**src/rtl/viterbi_pkg.sv**
```systemverilog
`default_nettype none
// ============================================================================
// Module   : viterbi_pkg
// Purpose  : Shared state encoding and default traceback depth for the
//            rate-1/2 Viterbi frame sequencer.
// Revision : 1.0 - initial release
// ============================================================================
package viterbi_pkg;

  localparam int unsigned TB_LEN_DEF = 16;

  typedef enum logic [2:0] {
    IDLE    = 3'd0,
    INIT    = 3'd1,
    RUN     = 3'd2,
    DRAIN   = 3'd3,
    WAIT_TB = 3'd4
  } vit_state_t;

endpackage
`default_nettype wire

```
**src/rtl/viterbi_ctrl.sv**
```systemverilog
`default_nettype none
// ============================================================================
// Module   : viterbi_ctrl
// Purpose  : Frame sequencer feeding BMU/ACS, ping-pong survivor writes and
//            per-bank traceback launch with partial-bank drain on flush.
// Revision : 1.0 - initial release
// ============================================================================
module viterbi_ctrl
  import viterbi_pkg::*;
#(
  parameter  int unsigned TB_LEN = TB_LEN_DEF,
  localparam int unsigned ADDR_W = $clog2(TB_LEN)
) (
  input  logic              clk,
  input  logic              rst,
  input  logic              start,
  input  logic              in_valid,
  output logic              in_ready,
  input  logic [1:0]        rx_pair,
  input  logic              flush,
  output logic [1:0]        bmc_rx_pair,
  output logic              acs_init,
  output logic              acs_en,
  output logic              wr_en,
  output logic              wr_bank,
  output logic [ADDR_W-1:0] wr_addr,
  output logic              tb_start,
  output logic              tb_bank,
  output logic [ADDR_W:0]   tb_len,
  input  logic              tb_done,
  output logic              frame_done,
  output logic              busy
);

  vit_state_t        state_q, state_d;
  logic [ADDR_W-1:0] ptr_addr_q, ptr_addr_d;
  logic              ptr_bank_q, ptr_bank_d;
  logic              pending_q, pending_d;
  logic [1:0]        pair_q, pair_d;
  logic              acs_en_q, acs_en_d;
  logic [ADDR_W-1:0] wr_addr_q, wr_addr_d;
  logic              wr_bank_q, wr_bank_d;
  logic              tb_start_q, tb_start_d;
  logic              tb_bank_q, tb_bank_d;
  logic [ADDR_W:0]   tb_len_q, tb_len_d;
  logic              frame_done_q, frame_done_d;
  logic              last_slot;
  logic              accept;
  logic              frame_end;

  // ptr_* is the next slot to write; wr_* shows the slot written this cycle.
  assign last_slot = (ptr_addr_q == ADDR_W'(TB_LEN - 1));
  assign in_ready  = (state_q == RUN) && !(last_slot && pending_q);
  assign accept    = in_valid && in_ready;

  always_comb begin
    state_d      = state_q;
    ptr_addr_d   = ptr_addr_q;
    ptr_bank_d   = ptr_bank_q;
    pending_d    = pending_q;
    pair_d       = pair_q;
    acs_en_d     = 1'b0;
    wr_addr_d    = wr_addr_q;
    wr_bank_d    = wr_bank_q;
    tb_start_d   = 1'b0;
    tb_bank_d    = tb_bank_q;
    tb_len_d     = tb_len_q;
    frame_done_d = 1'b0;
    frame_end    = 1'b0;

    if (tb_done && pending_q) begin
      pending_d = 1'b0;
    end

    case (state_q)
      IDLE: begin
        if (start) state_d = INIT;
      end
      INIT: begin
        state_d = RUN;
      end
      RUN: begin
        if (flush) state_d = DRAIN;
      end
      DRAIN: begin
        if (!pending_q) begin
          if (ptr_addr_q != '0) begin
            tb_start_d = 1'b1;
            tb_bank_d  = ptr_bank_q;
            tb_len_d   = {1'b0, ptr_addr_q};
            pending_d  = 1'b1;
            state_d    = WAIT_TB;
          end else begin
            frame_end = 1'b1;
          end
        end else if (ptr_addr_q == '0) begin
          // Only a full bank is outstanding; its done may land right here.
          if (tb_done) frame_end = 1'b1;
          else         state_d   = WAIT_TB;
        end
      end
      WAIT_TB: begin
        if (tb_done && pending_q) frame_end = 1'b1;
      end
      default: begin
        state_d = IDLE;
      end
    endcase

    if (frame_end) begin
      state_d      = IDLE;
      frame_done_d = 1'b1;
      ptr_addr_d   = '0;
      ptr_bank_d   = 1'b0;
      wr_addr_d    = '0;
      wr_bank_d    = 1'b0;
    end

    if (accept) begin
      acs_en_d   = 1'b1;
      pair_d     = rx_pair;
      wr_addr_d  = ptr_addr_q;
      wr_bank_d  = ptr_bank_q;
      ptr_addr_d = ptr_addr_q + ADDR_W'(1);
      if (last_slot) begin
        ptr_bank_d = ~ptr_bank_q;
        tb_start_d = 1'b1;
        tb_bank_d  = ptr_bank_q;
        tb_len_d   = (ADDR_W+1)'(TB_LEN);
        pending_d  = 1'b1;
      end
    end
  end

  always_ff @(posedge clk) begin
    if (!rst) begin
      state_q      <= IDLE;
      ptr_addr_q   <= '0;
      ptr_bank_q   <= 1'b0;
      pending_q    <= 1'b0;
      pair_q       <= '0;
      acs_en_q     <= 1'b0;
      wr_addr_q    <= '0;
      wr_bank_q    <= 1'b0;
      tb_start_q   <= 1'b0;
      tb_bank_q    <= 1'b0;
      tb_len_q     <= '0;
      frame_done_q <= 1'b0;
    end else begin
      state_q      <= state_d;
      ptr_addr_q   <= ptr_addr_d;
      ptr_bank_q   <= ptr_bank_d;
      pending_q    <= pending_d;
      pair_q       <= pair_d;
      acs_en_q     <= acs_en_d;
      wr_addr_q    <= wr_addr_d;
      wr_bank_q    <= wr_bank_d;
      tb_start_q   <= tb_start_d;
      tb_bank_q    <= tb_bank_d;
      tb_len_q     <= tb_len_d;
      frame_done_q <= frame_done_d;
    end
  end

  assign bmc_rx_pair = pair_q;
  assign acs_init    = (state_q == INIT);
  assign acs_en      = acs_en_q;
  assign wr_en       = acs_en_q;
  assign wr_bank     = wr_bank_q;
  assign wr_addr     = wr_addr_q;
  assign tb_start    = tb_start_q;
  assign tb_bank     = tb_bank_q;
  assign tb_len      = tb_len_q;
  assign frame_done  = frame_done_q;
  assign busy        = (state_q != IDLE);

endmodule
`default_nettype wire

```
**config.mk**
```make
export PLATFORM = sky130hd
export DESIGN_NAME = viterbi_ctrl
export DESIGN_NICKNAME = d
export VERILOG_FILES = /design/src/rtl/viterbi_pkg.sv /design/src/rtl/viterbi_ctrl.sv
export SDC_FILE = /design/constraint.sdc
export NUM_CORES = 1
export LEC_CHECK = 0
export BUFFER_PORTS_ARGS = -buffer_cell sky130_fd_sc_hd__buf_2
export CELL_PAD_IN_SITES_DETAIL_PLACEMENT = 2
export CELL_PAD_IN_SITES_GLOBAL_PLACEMENT = 2
export CORE_ASPECT_RATIO = 1.5
export CORE_MARGIN = 3
export CORE_UTILIZATION = 36
export CTS_BUF_LIST = sky130_fd_sc_hd__clkbuf_4 sky130_fd_sc_hd__clkbuf_8
export DETAILED_ROUTE_END_ITERATION = 7
export GPL_ROUTABILITY_DRIVEN = 0
export HOLD_SLACK_MARGIN = 0.06
export PLACE_DENSITY = 0.87
export SLEW_MARGIN = 20
export SYNTH_ARGS = -nofsm -noshare
export SYNTH_HDL_FRONTEND = slang
export SYNTH_SLANG_ARGS = --single-unit
```
**constraint.sdc**
```tcl
create_clock -name clk -period 4.89 [get_ports clk]
set_input_delay 0.978 -clock clk [delete_from_list [all_inputs] [get_ports clk]]
set_output_delay 0.978 -clock clk [all_outputs]
set_load 0.01 [all_outputs]
```
==> run_results.csv, run 1 <==
group,metric,value,unit
status,status,"completed",
clocking,tritoncts,"yes",
synth,synth_edf_count,0,
synth,synth_area,1160,µm²
global_routing,grt_max_degree,15,
clocking,cts_hold_buf,0,
synth,synth_nets,120,
detailed_routing,drc_errors,0,
power_and_ir_drop,net-switching-power,0.0937,mW
detailed_routing,num_vias,918,
synth,syn_inst,110,
clocking,clock_latency,0.27,ns
power_and_ir_drop,p_seq_share,56.4,%
final_layout,final_cell_mix,"buf_2 (27), dfxtp_1 (25), nand2_1 (9), nor2_1 (6), nand3_1 (6)",
critical_path,critPathMaxFanout,6,
synth,yosysWarnings,0,
clocking,htreeDepth,1,
clocking,cts_root_buf,"clkbuf_8",
global_routing,grt_pass1_wl,4840,µm
power_and_ir_drop,power_leakage,0.586,nW
global_routing,grt-ovfl-total,0,
global_routing,antenna_found_initial,0,
placement,dpl.hpwl,2330,µm
synth,ys_seq_area_share,43.0,%
sta,rsz0062_at_grt,"false",
synth,async_flop_share,0,%
final_layout,final_util,44.4,%
final_layout,antenna_cells,0,
final_layout,area_growth_syn_to_layout,14.4,%
detailed_routing,wire_per_inst,17.0,µm
sta,fin_crit_sh,52.9,%
floorplanning,start_util,38.8,%
floorplanning,die-area,3970,µm²
detailed_routing,drt_iter0_drc,13,
clocking,cts_sinks,25,
critical_path,worst_setup_path_end_kind,"primary output",
sta,fin_worst_skew,0.00500,ns
floorplanning,ios,28,
detailed_routing,drt_wl_total,2930,µm
placement,dp_slack,2.45,ns
placement,port_buffers,27,
synth,synth-seq-cells,25,
power_and_ir_drop,pwr-share-clk,32.6,%
final_layout,finalNetCount,144,
placement,place_area,1290,µm²
floorplanning,num_rows,24,
power_and_ir_drop,p_total,0.377,mW
clocking,cts_setup_buffers,0,
final_layout,design_area,1330,µm²
synth,ys_types,44,
critical_path,cp.required,3.91,ns
critical_path,path_cells,"ha_1 -> and4_2 -> nor4b_1 -> buf_2",
sta,fin_ws,2.30,ns
floorplanning,die_w,52.4,µm
power_and_ir_drop,power_density,283,nW/µm²
floorplanning,die_y,75.7,µm
final_layout,final_common_cell,"buf_2",
detailed_routing,postRouteAntennaNets,0,
sta,slew_violations,0,
synth,syn_avg_cell_area,10.6,µm²
final_layout,fillers,347,
critical_path,arrival,1.61,ns
flow_run,drv_cap,0,
critical_path,max_stage_delay,0.38,ns
sta,finalHoldViolCount,0,
final_layout,drive_gt1_share,36.1,%
critical_path,cp_slowest_cell,"dfxtp_1",
sta,setup_viol,0,
detailed_routing,vias_per_cell,5.34,
synth,synth_flop_cell,"dfxtp_1",
sta,worst_pin_slew,0.562,ns
global_routing,grt_use_total,16.5,%
power_and_ir_drop,swShare,24.8,%
power_and_ir_drop,p_comb_share,11.0,%
critical_path,criticalPathCategory,"reg -> out",
sta,clock.fmax,387,MHz
critical_path,start_kind,"flip-flop",
global_routing,grt_pass1_vias,963,
clocking,clkTransAtPathRegs,0.09,ns
clocking,cts_buffers,3,
clocking,clk_path_buf_depth,2,
power_and_ir_drop,p_int,0.283,mW
power_and_ir_drop,vdd_drop_max,0.168,mV
hold_path,min_path_type,"reg -> reg",
sta,maxSlewHeadroom,62.3,%
sta,setup_tns,0,ns
clocking,post_cts_resized,0,
floorplanning,core,3000,µm²
detailed_routing,drtPass1Iterations,3,
sta,period_needed,2.59,ns
[metrics by stage]
step	instances	hold slack, ns
after floorplan	110	0.477
after global placement	168	0.447
after detailed placement	168	0.457
after CTS	172	0.476
after global routing	172	0.506
final	172	0.468
[worst paths after layout]
kind	startpoint	to	slack (ns)	cells past startpoint
hold reg to reg	tb_len[0]$_SDFF_PN0_	tb_len[0]$_SDFF_PN0_	0.47	2
setup reg to reg	ptr_addr_q[1]$_SDFFE_PN0P_	ptr_addr_q[2]$_SDFFE_PN0P_	2.91	5
setup / recovery	ptr_addr_q[1]$_SDFFE_PN0P_	in_ready	2.30	4
hold / removal	tb_len[0]$_SDFF_PN0_	tb_len[0]$_SDFF_PN0_	0.47	2
[area by class of cell]
type                       count  area (µm²)  area share (%)
timing repair buffer          27         135            10.1
clock buffer                   3        41.3            3.10
clock inverter                 1        5.00           0.376
inverter                       4        15.0            1.13
tap                           39        48.8            3.66
multi-input combinational     73         587            44.0
sequential                    25         500            37.6
[power groups by stage]
stage	combinational, mW	clock, mW	sequential (mW)
finish	0.0415	0.123	0.213
global route	0.0454	0.137	0.213
CTS	0.0422	0.126	0.213
detailed placement	0.0419	0	0.218
global placement	0.0398	0	0.217
floorplan	0.0330	0	0.215
[synth_stat cells (all sizes together) (3+ instances only)]
cell   number  area share, %
dfxtp      25             43
nand2       9            2.9
buf         6            4.6
nand3       6            2.6
nor2        6            1.9
a22o        5            4.1
a21oi       4            1.7
mux2i       4            3.4
a22oi       3            1.9
inv         3           0.97
nor2b       3            2.3
nor3        3            2.1
nor4        3            4.2
[cells by family after synthesis]
family	Yosys count	synth area share [%]
fa+ha+maj	2	2.15
compound gates	18	11.9
simple gates	47	30.6
buf+inv	12	6.66
mux	6	5.69
flops	25	43.0
[worst max-delay path: cells and delay by family, from the launching register on]
family	cells	cell delay, ns
buffers and inverters	1	0.19
adders and majority gates	1	0.25
DFF	1	0.38
and+or+nand+nor	2	0.53
[layer usage]
layer | GRT usage, % | up-vias | wire [µm] | share of wire, %
met1 | 19.9 | 458 | 1230 | 42
met3 | 2.74 | 5 | 83 | 2.8
met4 | 6.82 | 0 | 48 | 1.6
met2 | 28.7 | 17 | 1560 | 53
li1 | - | 438 | - | -
met5 | 0 | - | 0 | 0
[registers in the layout (all words and copies together) (netlist names)]
| name | flops |
|---|---|
| tb_bank | 1 |
| pending_q | 1 |
| ptr_bank_q | 1 |
| bmc_rx_pair | 2 |
| acs_en | 1 |
| tb_start | 1 |
| wr_addr | 4 |
| ptr_addr_q | 4 |
| wr_bank | 1 |
| state_q | 3 |
| frame_done | 1 |
| tb_len | 5 |
Note: power is estimated with default switching activity, not from simulation.
==> run 2, diff against run 1 <==
--- a/config.mk
+++ b/config.mk
@@ -10,12 +10,12 @@
 export CELL_PAD_IN_SITES_GLOBAL_PLACEMENT = 2
 export CORE_ASPECT_RATIO = 1.5
 export CORE_MARGIN = 3
-export CORE_UTILIZATION = 36
+export CORE_UTILIZATION = 34
 export CTS_BUF_LIST = sky130_fd_sc_hd__clkbuf_4 sky130_fd_sc_hd__clkbuf_8
 export DETAILED_ROUTE_END_ITERATION = 7
 export GPL_ROUTABILITY_DRIVEN = 0
 export HOLD_SLACK_MARGIN = 0.06
-export PLACE_DENSITY = 0.87
+export PLACE_DENSITY = 0.83
 export SLEW_MARGIN = 20
 export SYNTH_ARGS = -nofsm -noshare
 export SYNTH_HDL_FRONTEND = slang
==> constraint.sdc (replaced) <==
create_clock -name clk -period 2.7 [get_ports clk]
set_input_delay 0.54 -clock clk [delete_from_list [all_inputs] [get_ports clk]]
set_output_delay 0.54 -clock clk [all_outputs]
set_load 0.01 [all_outputs]
==> run_results.csv, run 2 (synthesized netlist as in run 1, its figures left out) <==
group,metric,value,unit
status,status,"completed",
detailed_routing,drt_iter0_drc,17,
final_layout,final_cell_mix,"buf_2 (27), dfxtp_1 (25), nand2_1 (9), nor2_1 (6), nand3_1 (6)",
hold_path,min_path_type,"reg -> reg",
detailed_routing,drc_errors,0,
sta,fin_ws,0.575,ns
detailed_routing,wire_per_inst,16.8,µm
critical_path,critPathMaxFanout,6,
floorplanning,start_util,36.2,%
final_layout,antenna_cells,0,
final_layout,drive_gt1_share,36.1,%
floorplanning,die_w,53.8,µm
critical_path,cp.required,2.16,ns
sta,maxSlewHeadroom,60.4,%
clocking,clk_path_buf_depth,2,
sta,fin_crit_sh,78.7,%
detailed_routing,drt_wl_total,2910,µm
hold_path,min_from,"tb_len[0]$_SDFF_PN0_",
sta,finalHoldViolCount,0,
power_and_ir_drop,power_density,514,nW/µm²
clocking,cts_setup_buffers,0,
sta,worst_pin_slew,0.591,ns
sta,fin_worst_skew,0.0139,ns
detailed_routing,postRouteAntennaNets,0,
global_routing,top_usage_layer,"met2",
floorplanning,core,3220,µm²
floorplanning,num_rows,25,
clocking,cts_root_buf,"clkbuf_8",
sta,slew_violations,0,
global_routing,antenna_found_initial,0,
global_routing,grt_util_met1,16.5,%
clocking,cts_buffers,3,
global_routing,globalRouteMet3Util,2.30,%
sta,clock.fmax,471,MHz
critical_path,cp_slowest_cell,"dfxtp_1",
global_routing,gr-usage-met2,30.0,%
critical_path,worst_setup_path_end_kind,"primary output",
global_routing,grt_pass1_vias,1022,
placement,dpl.hpwl,2300,µm
clocking,cts_sinks,25,
critical_path,startpoint,"ptr_addr_q[1]$_SDFFE_PN0P_",
sta,setup_viol,0,
critical_path,criticalPathCategory,"reg -> out",
floorplanning,die-area,4180,µm²
clocking,tritoncts,"yes",
clocking,htreeDepth,1,
clocking,post_cts_resized,0,
power_and_ir_drop,power_leakage,0.582,nW
global_routing,grt-ovfl-total,0,
placement,port_buffers,27,
critical_path,path_cells,"ha_1 -> and4_2 -> nor4b_1 -> buf_2",
final_layout,area_growth_syn_to_layout,14.7,%
power_and_ir_drop,vdd_drop_max,0.222,mV
sta,period_needed,2.13,ns
detailed_routing,vias_per_cell,5.30,
detailed_routing,num_vias,917,
global_routing,grt_max_degree,16,
placement,dp_slack,0.666,ns
global_routing,grt_pass1_wl,5020,µm
final_layout,final_common_cell,"buf_2",
floorplanning,ios,28,
detailed_routing,drtPass1Iterations,4,
final_layout,finalNetCount,144,
floorplanning,die_y,77.7,µm
critical_path,r2r_start,"ptr_addr_q[1]$_SDFFE_PN0P_",
clocking,cts_hold_buf,0,
sta,setup_tns,0,ns
clocking,clock_latency,0.27,ns
clocking,clkTransAtPathRegs,0.10,ns
final_layout,largest_reg_flops,5,
critical_path,arrival,1.59,ns
critical_path,start_kind,"flip-flop",
critical_path,max_stage_delay,0.38,ns
sta,rsz0062_at_grt,"false",
flow_run,drv_cap,0,
global_routing,grt_use_total,16.1,%
run 2: area by class of cell:
type | count | area (µm²)
fillers | 342 | 1890
multi-input cells | 73 | 587
flip-flops and latches | 25 | 500
repair buffers | 27 | 135
well taps | 40 | 50.0
clock buffers | 3 | 41.3
inverters | 4 | 15.0
clock inverters | 1 | 7.51
run 2: power by group:
part           total, mW  switching, mW  internal (mW)  leakage (nW)
Combinational     0.0760         0.0409         0.0351         0.359
Clock              0.226          0.121          0.105        0.0217
Sequential         0.385        0.00979          0.375         0.202
run 2: final timing paths:
| kind | endpoint | slack [ns] | depth (start not counted) |
|---|---|---|---|
| worst max-delay path | in_ready | 0.57 | 4 |
| worst min-delay path | tb_len[0]$_SDFF_PN0_ | 0.47 | 2 |
| worst max register to register | ptr_addr_q[0]$_SDFFE_PN0P_ | 0.66 | 5 |
| worst min register to register | tb_len[0]$_SDFF_PN0_ | 0.47 | 2 |
run 2: routing by layer:
metal	wire, µm	vias to the layer above
met5	0	-
met4	47	0
met3	94	4
met2	1690	15
met1	1080	460
li1	-	438
run 2: worst max-delay path, delay by kind of cell (launching register included):
kind,cells,cell delay [ns]
simple gates,2,0.50
flops,1,0.38
fa+ha+maj,1,0.25
buf+inv,1,0.18
run 2: through the flow:
step | power [mW] | hold slack, ns | std cells | utilization, % | cell area, µm²
2_1_floorplan | 0.449 | 0.477 | 110 | - | 1160
3_3_place_gp | 0.465 | 0.448 | 169 | 40.0 | 1290
3_5_place_dp | 0.471 | 0.452 | 169 | 40.0 | 1290
4_1_cts | 0.700 | 0.468 | 173 | 41.5 | 1340
5_1_grt | 0.724 | 0.487 | 173 | 41.5 | 1340
6_report | 0.686 | 0.466 | 173 | 41.5 | 1340
